==> src/rtl/hazard_ctrl_pkg.sv <==
// rtl/hazard_ctrl_pkg.sv - shared encodings and helpers for the pipeline hazard controller
package hazard_ctrl_pkg;

    // Decode-stage operand source selects
    typedef enum logic [1:0] {
        FWD_RF  = 2'b00,
        FWD_EX  = 2'b01,
        FWD_MEM = 2'b10,
        FWD_WB  = 2'b11
    } fwd_sel_e;

    // Load-use sequencing state
    typedef enum logic {
        ST_RUN      = 1'b0,
        ST_LU_STALL = 1'b1
    } hz_state_e;

    // Youngest producer wins: EX, then MEM, then WB, else register file
    function automatic fwd_sel_e pick_fwd(input logic hit_ex,
                                          input logic hit_mem,
                                          input logic hit_wb);
        if (hit_ex) begin
            return FWD_EX;
        end else if (hit_mem) begin
            return FWD_MEM;
        end else if (hit_wb) begin
            return FWD_WB;
        end
        return FWD_RF;
    endfunction

endpackage

==> src/rtl/hazard_slot.sv <==
// rtl/hazard_slot.sv - one shadow scoreboard stage (rd, write-enable, load flag)
module hazard_slot #(
    parameter int REG_AW = 5
) (
    input  logic              cpu_clk,
    input  logic              cpu_rst,
    input  logic              hold,
    input  logic              bubble,
    input  logic [REG_AW-1:0] nxt_rd,
    input  logic              nxt_we,
    input  logic              nxt_load,
    output logic [REG_AW-1:0] rd,
    output logic              we,
    output logic              load
);

    // Reset clears, hold freezes, bubble inserts a non-writing entry, else capture
    always_ff @(posedge cpu_clk) begin
        if (cpu_rst) begin
            rd   <= '0;
            we   <= 1'b0;
            load <= 1'b0;
        end else if (hold) begin
            rd   <= rd;
            we   <= we;
            load <= load;
        end else if (bubble) begin
            rd   <= '0;
            we   <= 1'b0;
            load <= 1'b0;
        end else begin
            rd   <= nxt_rd;
            we   <= nxt_we;
            load <= nxt_load;
        end
    end

endmodule

==> src/rtl/hazard_ctrl.sv <==
// rtl/hazard_ctrl.sv - forwarding, load-use stall, jump flush and freeze control for the 5-stage core
module hazard_ctrl
    import hazard_ctrl_pkg::*;
#(
    parameter int REG_AW = 5,
    parameter int PERF_W = 32
) (
    input  logic              cpu_clk,
    input  logic              cpu_rst,
    input  logic              id_valid,
    input  logic [REG_AW-1:0] id_rs1,
    input  logic [REG_AW-1:0] id_rs2,
    input  logic              id_rs1_used,
    input  logic              id_rs2_used,
    input  logic [REG_AW-1:0] id_rd,
    input  logic              id_rf_we,
    input  logic              id_is_load,
    input  logic              jump_flag,
    input  logic              ext_stall,
    output logic              pc_stall,
    output logic              if_id_stall,
    output logic              if_id_flush,
    output logic              id_ex_flush,
    output logic [1:0]        fwd_a_sel,
    output logic [1:0]        fwd_b_sel,
    output logic [PERF_W-1:0] perf_stall,
    output logic [PERF_W-1:0] perf_flush
);

    logic [REG_AW-1:0] ex_rd, mem_rd, wb_rd;
    logic              ex_we, mem_we, wb_we;
    logic              ex_load, mem_load, wb_load;

    logic              rs1_live, rs2_live;
    logic              a_ex, a_mem, a_wb;
    logic              b_ex, b_mem, b_wb;
    logic              lu_hazard;
    logic              lu_take;
    logic              jump_take;
    logic              ex_bubble;
    logic              unused_ok;
    hz_state_e         state;

    // A source only counts when it is really read and is not x0
    assign rs1_live  = id_valid & id_rs1_used & (id_rs1 != '0);
    assign rs2_live  = id_valid & id_rs2_used & (id_rs2 != '0);

    assign a_ex      = rs1_live & ex_we  & (ex_rd  == id_rs1);
    assign a_mem     = rs1_live & mem_we & (mem_rd == id_rs1);
    assign a_wb      = rs1_live & wb_we  & (wb_rd  == id_rs1);
    assign b_ex      = rs2_live & ex_we  & (ex_rd  == id_rs2);
    assign b_mem     = rs2_live & mem_we & (mem_rd == id_rs2);
    assign b_wb      = rs2_live & wb_we  & (wb_rd  == id_rs2);

    // Load data is not available until MEM, so an EX-stage load producer must stall
    assign lu_hazard = ex_load & (a_ex | b_ex);
    assign jump_take = ~cpu_rst & ~ext_stall & jump_flag;
    assign lu_take   = ~cpu_rst & ~ext_stall & ~jump_flag & lu_hazard;

    // ID enters EX only as a real instruction that is neither flushed nor stalled
    assign ex_bubble = ~id_valid | jump_flag | lu_hazard;

    // WB's load flag has no consumer; the slot keeps it for uniformity
    assign unused_ok = &{1'b0, wb_load};

    hazard_slot #(.REG_AW(REG_AW)) u_slot_ex (
        .cpu_clk  (cpu_clk),
        .cpu_rst  (cpu_rst),
        .hold     (ext_stall),
        .bubble   (ex_bubble),
        .nxt_rd   (id_rd),
        .nxt_we   (id_rf_we),
        .nxt_load (id_is_load),
        .rd       (ex_rd),
        .we       (ex_we),
        .load     (ex_load)
    );

    hazard_slot #(.REG_AW(REG_AW)) u_slot_mem (
        .cpu_clk  (cpu_clk),
        .cpu_rst  (cpu_rst),
        .hold     (ext_stall),
        .bubble   (1'b0),
        .nxt_rd   (ex_rd),
        .nxt_we   (ex_we),
        .nxt_load (ex_load),
        .rd       (mem_rd),
        .we       (mem_we),
        .load     (mem_load)
    );

    hazard_slot #(.REG_AW(REG_AW)) u_slot_wb (
        .cpu_clk  (cpu_clk),
        .cpu_rst  (cpu_rst),
        .hold     (ext_stall),
        .bubble   (1'b0),
        .nxt_rd   (mem_rd),
        .nxt_we   (mem_we),
        .nxt_load (mem_load),
        .rd       (wb_rd),
        .we       (wb_we),
        .load     (wb_load)
    );

    // Pipeline control with priority reset > freeze > jump > load-use
    always_comb begin
        pc_stall    = 1'b0;
        if_id_stall = 1'b0;
        if_id_flush = 1'b0;
        id_ex_flush = 1'b0;
        fwd_a_sel   = FWD_RF;
        fwd_b_sel   = FWD_RF;
        if (!cpu_rst) begin
            if (ext_stall) begin
                pc_stall    = 1'b1;
                if_id_stall = 1'b1;
            end else if (jump_flag) begin
                if_id_flush = 1'b1;
                id_ex_flush = 1'b1;
            end else if (lu_hazard) begin
                pc_stall    = 1'b1;
                if_id_stall = 1'b1;
                id_ex_flush = 1'b1;
            end
            if (!lu_hazard) begin
                fwd_a_sel = pick_fwd(a_ex, a_mem, a_wb);
                fwd_b_sel = pick_fwd(b_ex, b_mem, b_wb);
            end
        end
    end

    // Load-use sequencer: a stall lasts exactly one unfrozen cycle
    always_ff @(posedge cpu_clk) begin
        if (cpu_rst) begin
            state <= ST_RUN;
        end else if (!ext_stall) begin
            case (state)
                ST_RUN: begin
                    if (lu_take) begin
                        state <= ST_LU_STALL;
                    end
                end
                ST_LU_STALL: begin
                    assert (!lu_hazard);
                    state <= ST_RUN;
                end
                default: state <= ST_RUN;
            endcase
        end
    end

    // Saturating event counters, frozen along with the pipe
    always_ff @(posedge cpu_clk) begin
        if (cpu_rst) begin
            perf_stall <= '0;
            perf_flush <= '0;
        end else begin
            if (lu_take && (perf_stall != '1)) begin
                perf_stall <= perf_stall + PERF_W'(1);
            end
            if (jump_take && (perf_flush != '1)) begin
                perf_flush <= perf_flush + PERF_W'(1);
            end
        end
    end

endmodule
==> config.mk <==
export PLATFORM = sky130hd
export DESIGN_NAME = hazard_ctrl
export DESIGN_NICKNAME = d
export VERILOG_FILES = /design/src/rtl/hazard_ctrl_pkg.sv /design/src/rtl/hazard_slot.sv /design/src/rtl/hazard_ctrl.sv
export SDC_FILE = /design/constraint.sdc
export NUM_CORES = 1
export LEC_CHECK = 0
export CORE_ASPECT_RATIO = 1.2
export CORE_MARGIN = 5
export CORE_UTILIZATION = 45
export CTS_CLUSTER_DIAMETER = 50
export DETAILED_ROUTE_END_ITERATION = 7
export PLACE_DENSITY = 0.71
export SYNTH_ARGS = -nofsm -noshare
export SYNTH_HDL_FRONTEND = slang
export SYNTH_SLANG_ARGS = --single-unit
==> constraint.sdc <==
create_clock -name cpu_clk -period 6 [get_ports cpu_clk]
set_input_delay 1.2 -clock cpu_clk [delete_from_list [all_inputs] [get_ports cpu_clk]]
set_output_delay 1.2 -clock cpu_clk [all_outputs]
set_load 0.01 [all_outputs]
# ---- After elaboration in Yosys (flattened, before gate mapping)
# Cells that the tools add are included.
dict set report classes {
  shift 0
  n_div 0
  add_sub_neg 2
  n_bitwise 28
  magnitude_cmp 0
  mul 0
  reduce_logical 4
  n_eq_ne 8
  muxes 35
}
# operator count
set ops {}
lappend ops {{$add 32x1->32 const B} 2}
lappend ops {{$ne 32x32->1 const B} 2}
lappend ops {{$eq 5x5->1} 6}
lappend ops {{$mux 2} 12}
lappend ops {{$mux 1} 22}
lappend ops {{$and 1x1->1} 21}
lappend ops {{$reduce_bool 5->1} 2}
lappend ops {{$mux 5} 1}
lappend ops {{$not 1->1} 4}
lappend ops {{$or 1x1->1} 3}
lappend ops {{$logic_and 1x1->1} 2}
dict set report word_totals {
  regBits 83
  elab_cells 86
  out_inout_bits 72
  latchBits 0
  romBits 0
  in_bits 24
  ram_bits 0
  mem_count 0
}

# ---- Logic depth before layout (Yosys ltp)
# Gate-level depths: netlist (run 1).
dict set report logic_depth {
  ltp_word 12
  mapped_depth 9
  depth_no_buf 7
}

# ---- Modules after synthesis
# Synthesis (run 1) repeated with hierarchy kept, for this count alone.
dict set report unflattened {
  cells_unflattened 567
  hier_area_um2 4635.7
}
# mod n_inst seq_area_each_um2 cells_each area_each_um2
set by_module_without_submodules {}
lappend by_module_without_submodules {hazard_ctrl 1 1281.2 471 3791.1}
lappend by_module_without_submodules {hazard_slot 3 140.1 32 281.5}

# ---- Worst setup path before layout (run 1)
# Ideal clock, no wire load.
dict set report synth_path {
  path_type {input to output}
  start {input port id_rs2[1]}
  end {output port pc_stall}
  t_required_ns 4.800
  path_buffers 3
  t_arrival_ns 2.787
  slack_ns 2.013
  cell_stages 8
  cell_sequence {or4_1 -> o211ai_1 -> nor3_2 -> o21ai_2 -> buf_6 -> buf_12 -> a21oi_1 -> buf_4}
}
dict set report synth_via {
  elab_chain_cells 10
  word_cells_on_any_way 11
  cone_classes {1 x eq/ne; 4 x mux; 5 x bitwise; 1 x reduce/logical}
}
# item line
set synth_lines {}
lappend synth_lines {{start: declaration} hazard_ctrl.sv:12} ;# input logic [REG_AW-1:0] id_rs2,
lappend synth_lines {{$reduce_bool 5->1} hazard_ctrl.sv:46} ;# assign rs2_live = id_valid & id_rs2_used & (id_rs2 != '0);
lappend synth_lines {{$and 1x1->1} hazard_ctrl.sv:46}
lappend synth_lines {{$and 1x1->1} hazard_ctrl.sv:51} ;# assign b_ex = rs2_live & ex_we & (ex_rd == id_rs2);
lappend synth_lines {{$and 1x1->1 *} hazard_ctrl.sv:51}
lappend synth_lines {{$or 1x1->1 *} hazard_ctrl.sv:56} ;# assign lu_hazard = ex_load & (a_ex | b_ex);
lappend synth_lines {{$and 1x1->1 *} hazard_ctrl.sv:56}
lappend synth_lines {{$mux 1 * (4 in series)} n/a}
lappend synth_lines {{end: declaration} hazard_ctrl.sv:20} ;# output logic pc_stall,
# Mark *: on every way between the ends. The rest lies on a longest branch, timed or not.

# ---- Final worst setup path (run 1)
dict set report layout_path {
  start {input port id_rs2[2]}
  end {output port fwd_b_sel[1]}
}
dict set report layout_via {
  elab_chain_cells 12
  word_cells_on_any_way 23
  cone_classes {3 x eq/ne; 10 x mux; 9 x bitwise; 1 x reduce/logical}
}
# item line
set layout_lines {}
lappend layout_lines {{$reduce_bool 5->1} hazard_ctrl.sv:46}
lappend layout_lines {{$and 1x1->1} hazard_ctrl.sv:46}
lappend layout_lines {{$and 1x1->1 (2 in series)} hazard_ctrl.sv:53} ;# assign b_wb = rs2_live & wb_we & (wb_rd == id_rs2);
lappend layout_lines {{$mux 1} hazard_ctrl_pkg.sv:26} ;# end else if (hit_wb) begin
lappend layout_lines {{$mux 1} hazard_ctrl_pkg.sv:24} ;# end else if (hit_mem) begin
lappend layout_lines {{$mux 1} hazard_ctrl_pkg.sv:22} ;# if (hit_ex) begin
lappend layout_lines {{$mux 1} hazard_ctrl.sv:125} ;# if (!lu_hazard) begin
lappend layout_lines {{$mux 1} hazard_ctrl.sv:113} ;# if (!cpu_rst) begin
lappend layout_lines {{$mux 2} hazard_ctrl_pkg.sv:29} ;# return FWD_RF;
lappend layout_lines {{$mux 2 *} hazard_ctrl.sv:125}
lappend layout_lines {{$mux 2 *} hazard_ctrl.sv:113}
lappend layout_lines {{end: declaration} hazard_ctrl.sv:25} ;# output logic [1:0] fwd_b_sel,
# Mark *: on every way between the ends. The rest lies on a longest branch, timed or not. The select of a mux whose other input is x is not followed.

==> results_dict.tcl, run 1 <==
set metrics [dict create \
    outcome "finished clean" \
    drc 0 \
    area_delta_synth_final_pct 27.8 \
    finalCritPeriodShare 0.851 \
    start_util 0.464 \
    finalPower_mw 1.21 \
    holdPathEnd "u_slot_ex.load" \
    fmax_mhz 196 \
    p_leak_nw 2.04 \
    critPathKind "input port to primary output" \
    clock-sinks 83 \
    dr_total_vias 4336 \
    htree_num_levels 3 \
    setup_viol 0 \
    setup_ws_ps 894 \
    core-area_um2 10100 \
    synthMuxAreaShare 0.105 \
    clk_pin_slew_ps 60 \
    first_global_vias 4231 \
    drt_wl_total_um 12400 \
    start_kind "input port" \
    ir_drop_v 0.000158 \
    r2r_cells 8 \
    whs_path_depth 2 \
    synth_top_family_by_area "simple AND/OR/NAND/NOR gates" \
    hold_ws_ps 486 \
    cp-end-kind "primary output" \
    synth_compound_area_frac 0.0565 \
    place_congestion 0.857 \
    ys_seq_elements 83 \
    r2r_setup_slack_ps 3330 \
    yosys_warnings 0 \
    clock_path_buffers 2 \
    tightest_slew_ps 830 \
    numCtsBuffers 9 \
    yosysSeqAreaShare 0.354 \
    yosys.area_share.xor_xnor 0.103 \
    cts_setup_buffers 0 \
    nets 658 \
    cts_resized 0 \
    slew_headroom 0.447 \
    r2r-start "perf_stall[0]" \
    crit_arrival_ps 3910 \
    slew_violations 0 \
    firstDrtPassIters 4 \
    avgViaCountPerCell 5.68 \
    grt_overflow 0 \
    cap_violations 0 \
    hold_class "flop to flop" \
    fillCellCount 913 \
    drt_iter0_markers 178 \
    p_per_area_nw_per_um2 202 \
    clk_root_buffer_cell "clkbuf_16" \
    die_area_um2 12600 \
    async_flop_share 0 \
    antennaDiodeCount 0 \
    cts_tree "done" \
    yosys.area_share.simple 0.335 \
    grt_pass1_wl_um 20000 \
    antenna_found_initial 0 \
    synth.net_count 576 \
    fin_crit_ps 5110 \
    clk_latency_ps 340 \
    netlist_instances 550 \
    fin_worst_skew_ps 6.50 \
    ant_nets 0 \
    r2r-end "perf_stall[8]" \
    yosysUniqueCellTypes 47 \
    cts.hold.buffers_added 0 \
    hold_viol 0 \
    synthAdderAreaFrac 0.00533 \
    grt_max_degree 83 \
    grt_use_total 0.199 \
    hpwl_um 8830 \
    syn_area_um2 4690 \
    syn_area_per_cell_um2 8.53 \
    pin_count 96 \
    synth_edf_count 0 \
    die_h_um 122 \
    drive_above_1_share 0.105 \
    synth_ff_type "dfxtp_1" \
    rsz0062_at_grt "false" \
    num_rows 40 \
    io_buffers 95 \
    min_from "u_slot_ex.load" \
    critPathMaxFanout 5 \
    die_w_um 103 \
    place_ws_ps 905 \
    tns_ps 0 \
    wl_per_cell_um 16.3 \
    required_ps 4800 \
]
==> critical path, cell delays in order <==
cell and delay (ps):
clkdlybuf4s50_1 530, or4_1 550, o211ai_1 300, nor3_2 140, o21ai_1 240, nand2b_1 150
nor3_1 220, clkdlybuf4s50_1 580
==> cell families after synthesis <==
| family | Yosys count |
|---|---|
| muxes | 43 |
| xor gates and xnor gates | 55 |
| adders and majority gates | 2 |
| AOI/OAI and AO/OA | 41 |
| buffers and inverters | 40 |
| DFF | 83 |
| and+or+nand+nor | 286 |
==> synth_stat cells, drive strengths merged (11+ instances only) <==
cell	count	area, µm²
nor2	84	315
dfxtp	83	1660
xnor2	36	315
mux2	30	364
nor4	30	200
nand2	29	109
nor2b	29	181
nor3	27	203
nand3	24	120
nand4	20	125
xor2	19	166
clkbuf	15	56.3
buf	14	93.8
mux2i	13	130
a21oi	12	60.1
o21ai	12	63.8
inv	11	41.3
==> routing by layer <==
layer	global-route usage	wire length (µm)	up-vias
met4	0.0826	263	0
met1	0.243	5170	2088
met5	0	0	-
met3	0.0286	570	21
met2	0.346	6400	112
li1	-	-	2115
==> final cells by class <==
class / count / area [µm²] / share of cell area
multi-input cells: 427 / 2840 / 0.474
flip-flops and latches: 83 / 1660 / 0.277
repair buffers: 100 / 986 / 0.164
clock buffers: 11 / 233 / 0.0388
well taps: 126 / 158 / 0.0263
clock inverters: 5 / 77.6 / 0.0129
inverters: 11 / 41.3 / 0.00689
==> cell usage in the layout, fill, tap and decap left out, types with 7 or more instances in the layout <==
cell / count
clkdlybuf4s50_1: 94
mux2_2: 23
nor2b_1: 29
or3_1: 9
clkbuf_16: 9
nand2_1: 29
nand3_1: 24
mux2_4: 7
inv_1: 11
nor3_1: 16
xnor2_1: 36
dfxtp_1: 83
xor2_1: 19
nor4_1: 28
nand4_1: 20
o21ai_0: 9
a21oi_1: 12
nor3_2: 9
mux2i_1: 13
nor2_1: 84
and4_1: 7
==> worst max-delay path by stage <==
stage,cells after the start,to,from,slack (ps)
2_1_floorplan,8,pc_stall,id_rs2[1],2010
3_3_place_gp,8,fwd_a_sel[1],id_rs2[2],980
3_5_place_dp,8,fwd_b_sel[1],id_rs2[2],910
4_1_cts,8,fwd_b_sel[1],id_rs2[2],900
5_1_grt,8,fwd_a_sel[1],id_rs2[2],740
6_report,8,fwd_b_sel[1],id_rs2[2],890
==> sequential cells by signal, summed over array words and instances (netlist names) <==
| signal | count |
|---|---|
| u_slot_wb.we | 1 |
| perf_flush | 32 |
| u_slot_mem.we | 1 |
| u_slot_ex.rd | 5 |
| perf_stall | 32 |
| u_slot_mem.rd | 5 |
| u_slot_ex.we | 1 |
| u_slot_ex.load | 1 |
| u_slot_wb.rd | 5 |
==> report_power, final <==
part           internal, mW  switching (mW)
logic                0.0323          0.0396
clock network         0.363           0.219
registers             0.553         0.00333
total                 0.949           0.262
==> stage by stage <==
| stage | instances | area (µm²) | utilization |
|---|---|---|---|
| global route | 763 | 6000 | 0.593 |
| CTS | 763 | 6000 | 0.593 |
| global placement | 747 | 5690 | 0.563 |
| finish | 763 | 6000 | 0.593 |
| floorplan | 550 | 4690 | - |
| detailed placement | 747 | 5690 | 0.563 |
Note: power is estimated with default switching activity, not from simulation.
==> run 2, diff against run 1 <==
- ABC_AREA: unset -> 1
- PLACE_DENSITY: 0.71 -> 0.7
==> results_dict.tcl, run 2 <==
set metrics [dict create \
    outcome "finished clean" \
    yosys.area.top_type "dfxtp_1" \
    slew_violations 0 \
    met3_usage 0.0412 \
    p_int_uw 931 \
    slew_headroom 0.555 \
    synth_most_common_cell "nand2_1" \
    nets 928 \
    hold_ws_ps 494 \
    stdcell_area_um2 6450 \
    cts.hold.buffers_added 0 \
    die_area_um2 13600 \
    hold_viol 0 \
    antennaDiodeCount 0 \
    syn_area_per_cell_um2 6.28 \
    grt_overflow 0 \
    grt_util_met2 0.368 \
    async_flop_share 0 \
    numCtsBuffers 9 \
    place_area_um2 6150 \
    fmax_mhz 212 \
    area_delta_synth_final_pct 25.8 \
    p_per_area_nw_per_um2 191 \
    clock_path_buffers 2 \
    synth_edf_count 0 \
    place_congestion 0.912 \
    pin_count 96 \
    yosysUniqueCellTypes 37 \
    clk_pin_slew_ps 60 \
    critPathMaxFanout 21 \
    ant_nets 0 \
    core-area_um2 11100 \
    avgViaCountPerCell 5.13 \
    clk_root_buffer_cell "clkbuf_16" \
    yosysSeqAreaShare 0.324 \
    p_sw_uw 302 \
    antenna_found_initial 0 \
    dr_total_vias 5448 \
    cts_tree "done" \
    tns_ps 0 \
    drive_above_1_share 0.0783 \
    cp-end-kind "primary output" \
    clock-sinks 83 \
    syn_area_um2 5130 \
    grt_pass1_wl_um 23900 \
    finalCritPeriodShare 0.785 \
    grt_max_degree 61 \
    required_ps 4800 \
    die_h_um 127 \
    layout_commonest_cell "nand2_1" \
    synth.area.top_cells "dfxtp_1 (32%), nand2_1 (17%), nor2_1 (10%)" \
    finalPower_mw 1.23 \
    fin_crit_ps 4710 \
    grt_use_total 0.212 \
    synthTopCellsByCount "nand2_1 (230), nor2_1 (143), dfxtp_1 (83)" \
    die_w_um 107 \
    netlist_instances 817 \
    ir_drop_v 0.000140 \
    drt_iter0_markers 312 \
    rsz0062_at_grt "false" \
    firstDrtPassIters 5 \
    seq_power_share 0.459 \
    fin_worst_skew_ps 5.16 \
    yosys_warnings 0 \
    synth.net_count 843 \
    num_rows 42 \
    start_util 0.462 \
    pwr-share-comb 0.077 \
    cts_setup_buffers 0 \
    switching_share 0.245 \
    setup_viol 0 \
    crit_arrival_ps 3510 \
    critPathKind "input port to primary output" \
    tightest_slew_ps 665 \
    start_kind "input port" \
    hold_class "flop to flop" \
    drt_wl_total_um 14400 \
    synth_ff_type "dfxtp_1" \
    p_leak_nw 2.24 \
    hpwl_um 10700 \
    htree_num_levels 3 \
    cts_resized 0 \
    fillCellCount 1066 \
    wl_per_cell_um 13.6 \
    synth_top_area_frac 0.324 \
    first_global_vias 5040 \
    clk_latency_ps 340 \
    grt.busiest_layer "met2" \
    power_frac_clock 0.464 \
    cap_violations 0 \
    most-common-layout-cells "nand2_1 (230), nor2_1 (143), clkdlybuf4s50_1 (95)" \
    reg.largest.list "perf_flush: 32 flops, perf_stall: 32 flops" \
    drc 0 \
    ys_seq_elements 83 \
    io_buffers 95 \
    met1_usage 0.265 \
]
run 2: cell count changes after synthesis, sizes merged, moves of 11 or more:
cell	before	now
nor4	30	1
nor2	84	163
mux2i	13	0
xnor2	36	7
nand3	24	48
nand2	29	237
a21oi	12	55
o21ai	12	28
inv	11	73
mux2	30	0
nor2b	29	0
nor3	27	38
run 2: layout make-up:
class / instances / area [µm²] / share of cell area
Timing Repair Buffer: 99 / 981 / 0.152
Inverter: 74 / 283 / 0.0438
Clock buffer: 11 / 243 / 0.0376
Tap cell: 154 / 193 / 0.0299
Multi-Input combinational cell: 635 / 3030 / 0.470
Clock inverter: 5 / 61.3 / 0.00950
Sequential cell: 83 / 1660 / 0.258
run 2: worst paths after layout:
path / startpoint / endpoint / slack (ps) / cells past startpoint
max: ext_stall / if_id_stall / 1290 / 4
min: u_slot_ex.we / u_slot_ex.we / 490 / 2
min reg2reg: u_slot_ex.we / u_slot_ex.we / 490 / 2
max reg2reg: perf_flush[0] / perf_flush[26] / 3790 / 10
run 2: through the flow:
step | util | cells | worst slack (ps)
final | 0.582 | 1061 | 1290
after global routing | 0.582 | 1061 | 1130
after CTS | 0.582 | 1061 | 1300
after detailed placement | 0.555 | 1045 | 1300
after global placement | 0.555 | 1045 | 1370
after floorplan | - | 817 | 2440
run 2: power groups by stage:
stage                     Combinational [mW]  Clock (mW)  Sequential (mW)
after global placement                0.0936           0            0.578
after CTS                             0.0951       0.585            0.565
after global routing                   0.106       0.610            0.566
final                                 0.0954       0.572            0.565
after floorplan                       0.0586           0            0.575
after detailed placement              0.0948           0            0.578
run 2: logic make-up after synthesis:
logic type                 after synthesis  synth area share
AOI/OAI and AO/OA                       85            0.0839
xor gates and xnor gates                20            0.0342
adders and majority gates                2           0.00488
DFF                                     83             0.324
and+or+nand+nor                        528             0.468
buffers and inverters                   99            0.0849
run 2: routing by layer:
layer / vias up / share of wire
li1: 2790 / -
met1: 2470 / 0.45
met2: 172 / 0.48
met3: 16 / 0.053
met4: 0 / 0.015
met5: - / 0
run 2: worst max-delay path, cell delays in order:
cell and delay, ps:
clkdlybuf4s50_1 900, inv_1 490, a21oi_1 330, clkdlybuf4s50_1 580
==> run 3, diff against run 2 <==
- PLACE_DENSITY: 0.7 -> 0.73
- clock period: 6 -> 3.9 ns (I/O delays scaled with it)
==> results_dict.tcl, run 3 (synthesis gave the netlist of run 2 again) <==
set metrics [dict create \
    outcome "finished clean" \
    antenna_found_initial 0 \
    cap_violations 0 \
    hold_viol 0 \
    fin_cells 1065 \
    fin_crit_ps 3610 \
    fin_worst_skew_ps 6.98 \
    r2r_setup_slack_ps 1670 \
    clk_pin_slew_ps 60 \
    most-common-layout-cells "nand2_1 (230), nor2_1 (143), clkdlybuf4s50_1 (95)" \
    nets 932 \
    start_util 0.462 \
    ant_nets 0 \
    drt_iter0_markers 276 \
    cp-end-kind "primary output" \
    clock_path_buffers 2 \
    critPathMaxFanout 5 \
    cts_tree "done" \
    antennaDiodeCount 0 \
    start_kind "input port" \
    required_ps 3120 \
    finalCritPeriodShare 0.927 \
    avgViaCountPerCell 5.01 \
    grt_use_total 0.201 \
    die_w_um 107 \
    crit_arrival_ps 2830 \
    critPathKind "input port to primary output" \
    core-area_um2 11100 \
    hpwl_um 10200 \
    setup_viol 0 \
    whs_path_depth 2 \
    pin_count 96 \
    seq_area_um2 1660 \
    rsz0062_at_grt "false" \
    slew_headroom 0.582 \
    drt_wl_total_um 13800 \
    cts.hold.buffers_added 0 \
    firstDrtPassIters 5 \
    die_area_um2 13600 \
    num_rows 42 \
    hold_class "flop to flop" \
    slew_violations 0 \
    cts_setup_buffers 0 \
    fmax_mhz 277 \
    numCtsBuffers 9 \
    grt_overflow 0 \
    fillCellCount 1065 \
    io_buffers 95 \
    clk_root_buffer_cell "clkbuf_16" \
    first_global_vias 4919 \
    die_h_um 127 \
    clk_latency_ps 330 \
    r2r_cells 11 \
    reg.largest.list "perf_flush: 32 flops, perf_stall: 32 flops" \
    drive_above_1_share 0.0823 \
    dr_total_vias 5332 \
    area_delta_synth_final_pct 26.9 \
    drc 0 \
    tightest_slew_ps 627 \
    htree_num_levels 3 \
    layout_commonest_cell "nand2_1" \
    clock-sinks 83 \
    cts_resized 0 \
    place_congestion 0.902 \
    tns_ps 0 \
    p_leak_nw 2.28 \
    wl_per_cell_um 12.9 \
    post-place-cells 1049 \
    multi_input_area_um2 3030 \
    ir_drop_v 0.000241 \
    grt_pass1_wl_um 22600 \
    p_per_area_nw_per_um2 300 \
    grt_max_degree 61 \
]
-- run 3: final timing paths --
| path | end | from |
|---|---|---|
| hold / removal | u_slot_ex.we | u_slot_ex.we |
| hold reg to reg | u_slot_ex.we | u_slot_ex.we |
| setup reg to reg | perf_flush[5] | perf_flush[0] |
| setup / recovery | pc_stall | id_rs1[0] |
-- run 3: area by class of cell --
class,instances,share of cell area
clock inverter,4,0.0112
sequential,83,0.255
clock buffer,12,0.0394
inverter,74,0.0435
tap,154,0.0296
timing repair buffer,103,0.155
multi-input combinational,635,0.466
-- run 3: worst max-delay path, cell delays in order --
cell and delay, ps:
clkdlybuf4s50_1 600, inv_1 80, nand2_1 70, nand3_1 90
nor2_2 130, nand3_2 90, nand2_2 80, nand3_2 70
a21oi_1 250, clkdlybuf4s50_1 590
-- run 3: per-layer routing --
| layer | up-vias | share of wire | track usage |
|---|---|---|---|
| li1 | 2794 | - | - |
| met1 | 2379 | 0.45 | 0.254 |
| met2 | 139 | 0.48 | 0.343 |
| met3 | 20 | 0.053 | 0.0396 |
| met4 | 0 | 0.016 | 0.0617 |
| met5 | - | 0 | 0 |
-- run 3: per-stage QoR --
step	worst slack [ps]	power [mW]	utilization	hold slack (ps)	instance area, µm²
2_1_floorplan	1180	0.975	-	458	5130
3_3_place_gp	296	1.04	0.557	478	6180
3_5_place_dp	312	1.04	0.557	477	6180
4_1_cts	291	1.97	0.587	486	6510
5_1_grt	131	2.02	0.587	514	6510
6_report	285	1.95	0.587	483	6510
-- run 3: power by group --
| part | total (mW) | internal, mW | switching, mW |
|---|---|---|---|
| clock network | 0.936 | 0.595 | 0.341 |
| logic | 0.148 | 0.0609 | 0.0870 |
| registers | 0.870 | 0.858 | 0.0120 |
